File: src/rtl/mmio_output_bank_if.sv
// CPU data bus bundle for mmio_output_bank: active-low chip enable, write strobe,
// word address, write data and registered read data.
interface mmio_output_bank_if;
  logic        nce;
  logic        we;
  logic [10:0] addr;
  logic [31:0] data;
  logic [31:0] rdata;

  modport master (output nce, we, addr, data, input rdata);
  modport slave  (input nce, we, addr, data, output rdata);
endinterface

File: src/rtl/mmio_output_bank.sv
// Memory-mapped output bank: per-port DATA/SET/CLR/TGL aliases, readback and a
// self-timed one-shot pulse engine with programmable length.
module mmio_output_bank #(
  parameter int NUM_PORTS     = 4,
  parameter int PORT_WIDTH    = 10,
  parameter int CNT_WIDTH     = 16,
  parameter int PULSE_DEFAULT = 1000
) (
  input  logic                            clk,
  input  logic                            rst,
  mmio_output_bank_if.slave               bus,
  output logic [NUM_PORTS*PORT_WIDTH-1:0] ports,
  output logic [NUM_PORTS-1:0]            busy
);
  typedef logic [PORT_WIDTH-1:0] pval_t;
  typedef logic [CNT_WIDTH-1:0]  cnt_t;

  pval_t       val_q  [NUM_PORTS];
  pval_t       val_d  [NUM_PORTS];
  pval_t       mask_q [NUM_PORTS];
  pval_t       mask_d [NUM_PORTS];
  cnt_t        cnt_q  [NUM_PORTS];
  cnt_t        cnt_d  [NUM_PORTS];
  cnt_t        plen_q [NUM_PORTS];
  cnt_t        plen_d [NUM_PORTS];
  logic [31:0] rdata_q;
  logic [31:0] rdata_d;

  logic [7:0] idx;
  logic [2:0] off;
  logic       wr;
  logic       rd;
  pval_t      wdat;
  cnt_t       wlen;

  assign idx  = bus.addr[10:3];
  assign off  = bus.addr[2:0];
  assign wr   = !bus.nce && bus.we;
  assign rd   = !bus.nce && !bus.we;
  assign wdat = bus.data[PORT_WIDTH-1:0];
  assign wlen = bus.data[CNT_WIDTH-1:0];

  always_comb begin
    logic hit;
    hit     = 1'b0;
    rdata_d = rd ? 32'd0 : rdata_q;
    for (int i = 0; i < NUM_PORTS; i++) begin
      val_d[i]  = val_q[i];
      mask_d[i] = mask_q[i];
      cnt_d[i]  = cnt_q[i];
      plen_d[i] = plen_q[i];
      hit       = wr && (idx == 8'(i));

      // A re-arm takes priority over expiry; a zero mask only matters while busy.
      if (hit && off == 3'd4 && (wdat != '0 || cnt_q[i] != '0)) begin
        val_d[i]  = val_q[i] | wdat;
        mask_d[i] = mask_q[i] | wdat;
        cnt_d[i]  = (plen_q[i] == '0) ? cnt_t'(1) : plen_q[i];
      end else if (cnt_q[i] == cnt_t'(1)) begin
        val_d[i]  = val_q[i] & ~mask_q[i];
        mask_d[i] = '0;
        cnt_d[i]  = '0;
      end else if (cnt_q[i] != '0) begin
        cnt_d[i]  = cnt_q[i] - cnt_t'(1);
      end

      // Bus edits land on top of any expiry clear from the same edge.
      if (hit) begin
        case (off)
          3'd0:    val_d[i]  = wdat;
          3'd1:    val_d[i]  = val_d[i] | wdat;
          3'd2:    val_d[i]  = val_d[i] & ~wdat;
          3'd3:    val_d[i]  = val_d[i] ^ wdat;
          3'd5:    plen_d[i] = wlen;
          default: ;
        endcase
      end

      if (rd && idx == 8'(i)) begin
        case (off)
          3'd0:    rdata_d = 32'(val_q[i]);
          3'd4:    rdata_d = 32'(mask_q[i]);
          3'd5:    rdata_d = 32'(plen_q[i]);
          default: rdata_d = 32'd0;
        endcase
      end
    end
  end

  always_ff @(posedge clk) begin
    if (rst) begin
      for (int i = 0; i < NUM_PORTS; i++) begin
        val_q[i]  <= '0;
        mask_q[i] <= '0;
        cnt_q[i]  <= '0;
        plen_q[i] <= cnt_t'(PULSE_DEFAULT);
      end
      rdata_q <= '0;
    end else begin
      for (int i = 0; i < NUM_PORTS; i++) begin
        val_q[i]  <= val_d[i];
        mask_q[i] <= mask_d[i];
        cnt_q[i]  <= cnt_d[i];
        plen_q[i] <= plen_d[i];
      end
      rdata_q <= rdata_d;
    end
  end

  assign bus.rdata = rdata_q;

  always_comb begin
    ports = '0;
    busy  = '0;
    for (int i = 0; i < NUM_PORTS; i++) begin
      ports[i*PORT_WIDTH +: PORT_WIDTH] = val_q[i];
      busy[i]                           = (cnt_q[i] != '0);
    end
  end
endmodule

File: src/flat_wrapper.sv
// flat-port wrapper written by rule: the top's interface ports become plain ports
module mmio_output_bank_flat 
#(
  parameter int NUM_PORTS     = 4,
  parameter int PORT_WIDTH    = 10,
  parameter int CNT_WIDTH     = 16,
  parameter int PULSE_DEFAULT = 1000
)
  (clk, rst, ports, busy, bus_nce, bus_we, bus_addr, bus_data, bus_rdata);
  mmio_output_bank_if bus_i ();
  input  logic clk;
  input  logic rst;
  output logic [NUM_PORTS*PORT_WIDTH-1:0] ports;
  output logic [NUM_PORTS-1:0] busy;
  input wire logic [$bits(bus_i.nce)-1:0] bus_nce;
  input wire logic [$bits(bus_i.we)-1:0] bus_we;
  input wire logic [$bits(bus_i.addr)-1:0] bus_addr;
  input wire logic [$bits(bus_i.data)-1:0] bus_data;
  output wire logic [$bits(bus_i.rdata)-1:0] bus_rdata;
  assign bus_i.nce = bus_nce;
  assign bus_i.we = bus_we;
  assign bus_i.addr = bus_addr;
  assign bus_i.data = bus_data;
  assign bus_rdata = bus_i.rdata;
  mmio_output_bank #(.NUM_PORTS(NUM_PORTS), .PORT_WIDTH(PORT_WIDTH), .CNT_WIDTH(CNT_WIDTH), .PULSE_DEFAULT(PULSE_DEFAULT)) u_core (.clk(clk), .rst(rst), .bus(bus_i), .ports(ports), .busy(busy));
endmodule
File: config.mk
export PLATFORM = sky130hd
export DESIGN_NAME = mmio_output_bank_flat
export DESIGN_NICKNAME = d
export VERILOG_FILES = /design/src/rtl/mmio_output_bank_if.sv /design/src/rtl/mmio_output_bank.sv /design/src/flat_wrapper.sv
export SDC_FILE = /design/constraint.sdc
export NUM_CORES = 1
export LEC_CHECK = 0
export ABC_AREA = 0
export CAP_MARGIN = 5
export CORE_MARGIN = 4
export CORE_UTILIZATION = 40
export DETAILED_ROUTE_END_ITERATION = 7
export SYNTH_ARGS = -nofsm -noshare
export SYNTH_HDL_FRONTEND = slang
export SYNTH_SLANG_ARGS = --single-unit
File: constraint.sdc
create_clock -name clk -period 5 [get_ports clk]
set_input_delay 1 -clock clk [delete_from_list [all_inputs] [get_ports clk]]
set_output_delay 1 -clock clk [all_outputs]
set_load 0.03 [all_outputs]
=== Word-level counts from Yosys, hierarchy flattened ===
Memories as Yosys holds them, arrays and structs flattened.
Index checks and enable logic that the tools add are counted.

* Word-level logic and storage cells: 178
* Register bits after elaboration: 32
* Input port bits: 47
* Memory bits (writable): 208
* Output and inout bits: 76
* Memories kept: 4

{| class="wikitable"
|+ Memories
! name !! depth !! width !! read ports !! clocked after Yosys merged registers in !! write ports !! line !! RTL
|-
| u_core.cnt_q || 4 || 16 || 4 || 0 || 4 || mmio_output_bank.sv:22 || <nowiki>cnt_t cnt_q [NUM_PORTS];</nowiki>
|-
| u_core.plen_q || 4 || 16 || 4 || 0 || 4 || mmio_output_bank.sv:24 || <nowiki>cnt_t plen_q [NUM_PORTS];</nowiki>
|-
| u_core.mask_q || 4 || 10 || 4 || 0 || 4 || mmio_output_bank.sv:20 || <nowiki>pval_t mask_q [NUM_PORTS];</nowiki>
|-
| u_core.val_q || 4 || 10 || 4 || 0 || 4 || mmio_output_bank.sv:18 || <nowiki>pval_t val_q [NUM_PORTS];</nowiki>
|}

* Reductions and logical operators: 36
* Add/sub/neg operators: 4
* Bitwise operators: 45
* Equality and inequality tests: 12
* Mux-type cells: 76

{| class="wikitable"
|+ Operators with widths
! kind !! number
|-
| $mux W16 || 32
|-
| $mux W10 || 28
|-
| $pmux W16 S3 || 4
|-
| $mux W32 || 5
|-
| $pmux W10 S4 || 4
|-
| $or A10 B10 Y10 || 12
|-
| $and A10 B10 Y10 || 8
|-
| $eq A16 B1 Y1 const B || 4
|-
| $logic_not A16 Y1 || 4
|-
| $reduce_bool A16 Y1 || 4
|-
| $sub A16 B1 Y16 const B || 4
|-
| $not A10 Y10 || 5
|-
| $xor A10 B10 Y10 || 4
|-
| $logic_and A1 B1 Y1 || 18
|-
| $eq A8 B2 Y1 const B || 2
|-
| $or A1 B1 Y1 || 16
|-
| $reduce_bool A10 Y1 || 1
|-
| $eq A8 B1 Y1 const B || 1
|-
| $logic_not A8 Y1 || 1
|-
| $eq A3 B2 Y1 const B || 2
|-
| $eq A3 B3 Y1 const B || 2
|-
| $reduce_bool A5 Y1 || 1
|-
| $logic_or A1 B1 Y1 || 4
|-
| $eq A3 B1 Y1 const B || 1
|-
| other kinds (3) || 6
|}

=== Longest topological paths before layout ===
Gate-level depths: netlist (run 1).

* Word-level depth: 10
* Mapped depth: 15
* Mapped depth without buffers: 14

=== Worst setup path after synthesis (run 1) ===
OpenSTA, ideal clock, no wires.

* Kind: input port to flip-flop
* Start: input port bus_data[0]
* End: memory u_core.val_q[2][5] in the netlist's numbering
* Slack: 1,067 ps
* Stages on the path: 14
* Buffers on the path: 1
* Data arrival time: 3,847 ps
* Required time: 4,914 ps
* Cell sequence: buf_2 > nor4_1 > nand3_1 > nor4_1 > nor2_1 > nor2_2 > a21oi_1 > ha_1 > nor2b_1 > o21ai_0 > a21oi_1 > o21ai_0 > a31o_2 > a211oi_1

{| class="wikitable"
|+ RTL lines
! item !! line !! RTL
|-
| start, declared || flat_wrapper.sv:18 || <nowiki>input wire logic [$bits(bus_i.data)-1:0] bus_data;</nowiki>
|-
| end, declared || mmio_output_bank.sv:18 ||
|}

==> run metrics, run 1 <==
status complete, no violations; area of the multi-input gates 0.00859 mm^2; CTS tree yes; min-delay worst type reg2reg; H-Tree Depth 1; Slew Viols, Final 0; Final ANT Viol Nets 0; ys async rst share 0%; CP max FO 7; GRT Total Usage 25.4%; initial antenna violation count 1; initial core utilization between 40% and 50%; worst-skew pair later-pin latency 560 ps; RSZ-0062 raised after global routing false; Root Buffer clkbuf_16; crit share post-route 84.6%; die height 194 um; setup TNS 0 ps; P_leak 6.07 nW; layout cells sized above 1 9.40%; number of global-route vias before repair ~13000; nets 2002; Synth area leaders dfxtp_1 (32%), a21oi_1 (8.0%), nand2_1 (8.0%); Netlist cell types 79; FF+latch count, synth ~220; global-route wire length before repair 76900 um; post-synthesis sequential area ratio between 30% and 40%; Yosys top cell area share 32.5%; # rows between 60 and 70; Horiz. Die Dim 194 um; Post-DP HPWL 36000 um; hold_buf cts 0; Post-Synth XOR/XNOR Area 3.36%; Mapped Cells roughly 1800; full die area about 0.038 mm^2; I/O pin count 123; dominant cell type by area after synthesis dfxtp_1; Period minus WS final roughly 4200 ps; CTS clock-pin slew for the worst setup and hold paths 60 ps; Final Setup Violations 0; DRT Pass-1 Iters 6; Via density 5.90; RePlAce Congestion 0.913; most frequent cells in the layout nand2_1 (295), dfxtp_1 (224), a21oi_1 (222); crit-path leading delay family simple AND/OR/NAND/NOR gates; max cap viols 0; TritonCTS Buffers 28; Setup Skew 12.9 ps; post-synthesis adder-cell area fraction 4.71%; Fmax around 0.24 GHz; Post-CTS Setup Bufs 0; Port Buf Inserts 90; Pwr Total 6.90 mW; Warnings, synthesis 0; average wire per standard cell around 21 um; pwr dens 425 mW/mm^2; mux cell area share after synthesis under 10%; WP data required 5470 ps; slew margin rel. 33.5%; main flop type after synthesis dfxtp_1; clk sinks 224; Worst Hold Margin 469 ps; Area Growth Syn to Fin 17.5%; largest net degree at the start of global routing around 90; Worst-Margin Slew 995 ps; capturing element type of the critical path register; grt ovf 0; Hold Violations, Final 0; post-synthesis simple-gate area fraction 24.4%; Crit Path Category in2reg; CP max stage cell or4_1; most common cell after layout, fill and taps aside nand2_1; final WL 49900 um; Buf/Inv on CP 1; Vias 14003; CP arrival between 4000 and 5000 ps; Util after Layout 48.0%; clock tree buffer depth 3; number of flops mapped to enable cells by yosys 0; Ant. Diodes 0; largest family of logic cells by synthesized area compound AO/OA/AOI/OAI gates; layout filler cell count 3369; Compound-Gate Fraction of Synth Area between 20% and 30%; area occupied by registers 0.00448 mm^2; core area approximately 0.034 mm^2; initial drt markers roughly 1400; Mapped Area 0.0138 mm^2; largest stage delay on the critical path 630 ps; worst path cell trace clkdlybuf4s50_1, or4_1, nor3_1, nand2_1, nor2_1, nor2_2, a21oi_1, ha_1, nor2b_1, o21ai_0, a21oi_1, o21ai_0, a31o_2, a211oi_1; cts repair resizes 0; Startpoint Class input port; Remaining DRCs 0; Syn Area/Cell 7.53 um^2; worst vdd ir 0.321 mV
## Yosys cell counts, drive strengths merged, types with 44 or more instances
cell / n
nor3: 44
buf: 47
clkbuf: 86
a21oi: 222
inv: 46
nor2: 185
o21ai: 97
dfxtp: 224
a22oi: 47
mux2i: 48
nand2: 296
ha: 52
## path summary, 6_finish.rpt
| path | from | end | slack (ps) | cells past startpoint |
|---|---|---|---|---|
| max | bus_addr[6] | u_core.val_q[2][7] | 770 | 14 |
| min | u_core.mask_q[1][0] | u_core.mask_q[1][0] | 470 | 2 |
| max reg2reg | u_core.cnt_q[2][2] | u_core.val_q[2][7] | 1110 | 13 |
| min reg2reg | u_core.mask_q[1][0] | u_core.mask_q[1][0] | 470 | 2 |
## cell families (layout without fill, tap and decap cells)
logic type	count (synthesis)	after routing
AND/OR/NAND/NOR	722	722
AO/OA/AOI/OAI	549	549
flip-flops	224	224
buffers and inverters	179	255
multiplexers	54	54
XOR/XNOR	53	53
adder cells (fa/ha/maj)	52	52
other	1	16
## area by class of cell
cell class / count / area share [%]
clock buffers: 38 / 4.99
inverters: 46 / 1.06
clock inverters: 14 / 1.23
well taps: 448 / 3.46
multi-input cells: 1446 / 53.0
flip-flops and latches: 224 / 27.7
repair buffers: 157 / 8.62
## metrics by stage
| step | std cells | setup WS, ps | cell area [um^2] |
|---|---|---|---|
| global route | 2373 | 414 | 16200 |
| floorplan | 1849 | 1070 | 13900 |
| finish | 2373 | 772 | 16200 |
| detailed placement | 2321 | 273 | 15200 |
| CTS | 2373 | 840 | 16200 |
| global placement | 2321 | 334 | 15200 |
## state kept, by name (all words and copies together) (netlist names)
| register | count |
|---|---|
| u_core.bus.rdata | 16 |
| u_core.plen_q | 64 |
| u_core.cnt_q | 64 |
| u_core.mask_q | 40 |
| u_core.val_q | 40 |
## tightest hold or removal path: stages, from the launching register on
cell and delay (ps):
dfxtp_1 320, nand2_1 50, a21oi_1 50
## routing by layer
layer / wire [um] / GRT usage (%) / part of all wire [%] / up-vias
met5: 9 / 0 / 0.018 / -
met4: 1980 / 9.23 / 4.0 / 2
met3: 4200 / 4.05 / 8.4 / 97
met2: 21200 / 38.2 / 42 / 583
met1: 22500 / 36.6 / 45 / 6638
li1: - / - / - / 6683
## report_power, final
part           leakage [nW]  total, mW  internal, mW  switching [mW]
clock network         0.504       2.22          1.39           0.829
logic                  3.75       2.46         0.985            1.48
registers              1.82       2.22          2.00           0.216
total                  6.07       6.90          4.37            2.52
No activity file was read; power rests on OpenSTA's default activity.
==> run 2: changes to the inputs <==
==> constraint.sdc (replaced) <==
create_clock -name clk -period 3.4 [get_ports clk]
set_input_delay 0.68 -clock clk [delete_from_list [all_inputs] [get_ports clk]]
set_output_delay 0.68 -clock clk [all_outputs]
set_load 0.03 [all_outputs]
==> run 2 against run 1 <==
- via count up 5.7%
- core utilization up 3.7 points
- sequential share of layout area decreased by 2.0 points
- count of clock-buffer cells in the layout decreased by 3
- sequential power is 46% higher
- critical path depth fell by 9
- sequential cell count unchanged
- global-route usage rose by 0.75 points
- final area is 7.7% higher
- total power rose by 49%
- critical path type is now reg2out
- largest power group unchanged
==> run metrics, run 2 (synthesis gave the netlist of run 1 again) <==
status complete, no violations; most common cell after layout, fill and taps aside nand2_1; Final WS setup 113 ps; Slew Viols, Final 0; Worst Hold Margin 469 ps; HP Start u_core.mask_q[0][9]; Util after Layout 51.7%; busiest metal layer after global routing met2; nets between 2000 and 2500; largest net degree at the start of global routing 119; pwr dens 589 mW/mm^2; Hold EP u_core.mask_q[0][9]; Period minus WS final 3290 ps; Post-DP HPWL between 30000 and 40000 um; Vias between 10000 and 15000; Final ANT Viol Nets 0; CP max stage cell clkdlybuf4s50_1; max cap viols 0; Horiz. Die Dim 194 um; min-delay worst type reg2reg; CTS clock-pin slew for the worst setup and hold paths 60 ps; Final Setup Violations 0; layout filler cell count approximately 3200; worst path cell trace nor4_1, and3_1, buf_4, nand4_1, clkdlybuf4s50_1; grt ovf 0; initial antenna violation count 1; Setup Skew 16.8 ps; Root Buffer clkbuf_16; CP Depth 5; placed cell count 2454; clk sinks 224; Buf/Inv on CP 2; capturing element type of the critical path primary output; fin cells 2511; initial drt markers about 1500; worst vdd ir about 0.43 mV; Top Registers u_core.cnt_q (64), u_core.plen_q (64); met3 usage 4.67%; hold-critical path depth 2; DP Worst Slack -607 ps; global-route wire length before repair 79300 um; crit-path leading delay family simple AND/OR/NAND/NOR gates; Fmax 0.304 GHz; GRT Total Usage 26.1%; # rows 67; Via density 5.89; clock tree buffer depth 3; crit share post-route 96.7%; worst-skew pair later-pin latency between 500 and 600 ps; Worst-Margin Slew approximately 940 ps; Crit Path Category reg2out; H-Tree Depth 1; P_leak 6.71 nW; Startpoint Class register; R2R depth 13; Pwr Total 10.3 mW; CP arrival between 2000 and 3000 ps; reg2reg start u_core.cnt_q[2][10]; met1 usage 36.5%; TritonCTS Buffers 26; most frequent cells in the layout nand2_1 (294), dfxtp_1 (222), a21oi_1 (215); average wire per standard cell slightly above 20 um; full die area ~0.038 mm^2; CP max FO 8; Reg-to-Reg End u_core.val_q[2][5]; CTS tree yes; WP data required 2720 ps; slew margin rel. 37.1%; initial core utilization 40.9%; DRT Pass-1 Iters 5; core area 0.0338 mm^2; M2 GR Usage 40.3%; Port Buf Inserts 90; final WL between 50000 and 60000 um; Hold Violations, Final 0; I/O pin count 123; largest stage delay on the critical path 640 ps; Area Growth Syn to Fin 26.4%; RePlAce Congestion 0.934; number of global-route vias before repair 13624; layout cells sized above 1 17.2%; die height 194 um; Ant. Diodes 0; Remaining DRCs 0; register-to-register setup slack 110 ps
-- run 2: cell count changes in the layout (fill, tap and decap cells not counted), moves of 7 or more --
cell | previous run | this run
buf_4 | 68 | 206
o21ai_0 | 95 | 83
o21ai_1 | 0 | 12
a211oi_1 | 24 | 17
a211oi_2 | 0 | 7
a21oi_1 | 222 | 215
a21oi_2 | 0 | 7
-- run 2: where the power goes --
| group | internal (mW) | switching (mW) | leakage, nW |
|---|---|---|---|
| Combinational | 1.72 | 2.34 | 4.46 |
| Clock | 1.80 | 1.18 | 0.431 |
| Sequential | 2.95 | 0.303 | 1.82 |
| Total | 6.47 | 3.82 | 6.71 |
-- run 2: worst reg2reg max path, stage by stage, from the launching register on --
cell,delay [ps]
dfxtp_2,320
or4_4,540
or3_4,440
nor4_4,380
nor2_4,130
nor2_4,220
a21oi_2,80
ha_1,290
nor2b_1,110
o21ai_1,60
a21oi_1,180
o21ai_1,100
a31o_2,210
a211oi_2,170
-- run 2: timing repair --
item / in CTS / in global routing
cloned: 0 / 0
setup buffers: 0 / 9
resized for setup: 8 / 50
hold buffers: 0 / 0
pin swaps: 0 / 38
setup endpoints to repair: 13 / 25
endpoints found under the hold margin: 0 / 0
-- run 2: worst max-delay path by stage --
stage | start | endpoint
3_5_place_dp | bus_data[0] | u_core.val_q[0][3]
3_3_place_gp | bus_data[2] | u_core.val_q[0][0]
5_1_grt | u_core.cnt_q[2][10] | u_core.val_q[2][7]
2_1_floorplan | bus_data[0] | u_core.val_q[0][0]
6_report | u_core.cnt_q[0][2] | busy[0]
4_1_cts | bus_addr[6] | u_core.val_q[0][3]
-- run 2: cell type report --
cell class / count / area (um^2) / share of cell area (%)
inverters: 46 / 173 / 0.989
repair buffers: 299 / 2510 / 14.4
multi-input cells: 1446 / 8820 / 50.5
clock buffers: 35 / 726 / 4.16
well taps: 448 / 561 / 3.21
flip-flops and latches: 224 / 4490 / 25.7
clock inverters: 13 / 179 / 1.02
-- run 2: routing by layer --
metal	vias up	wire (um)
met2	648	22800
met5	-	20
met4	2	2040
met3	99	4490
li1	6966	-
met1	7083	22600
-- run 2: per-stage QoR --
stage	cell area, um^2	TNS (ps)
after floorplan	13900	0
after detailed placement	16300	-22080
after CTS	17200	0
final	17500	0
after global routing	17500	-52.9
after global placement	16300	-18060
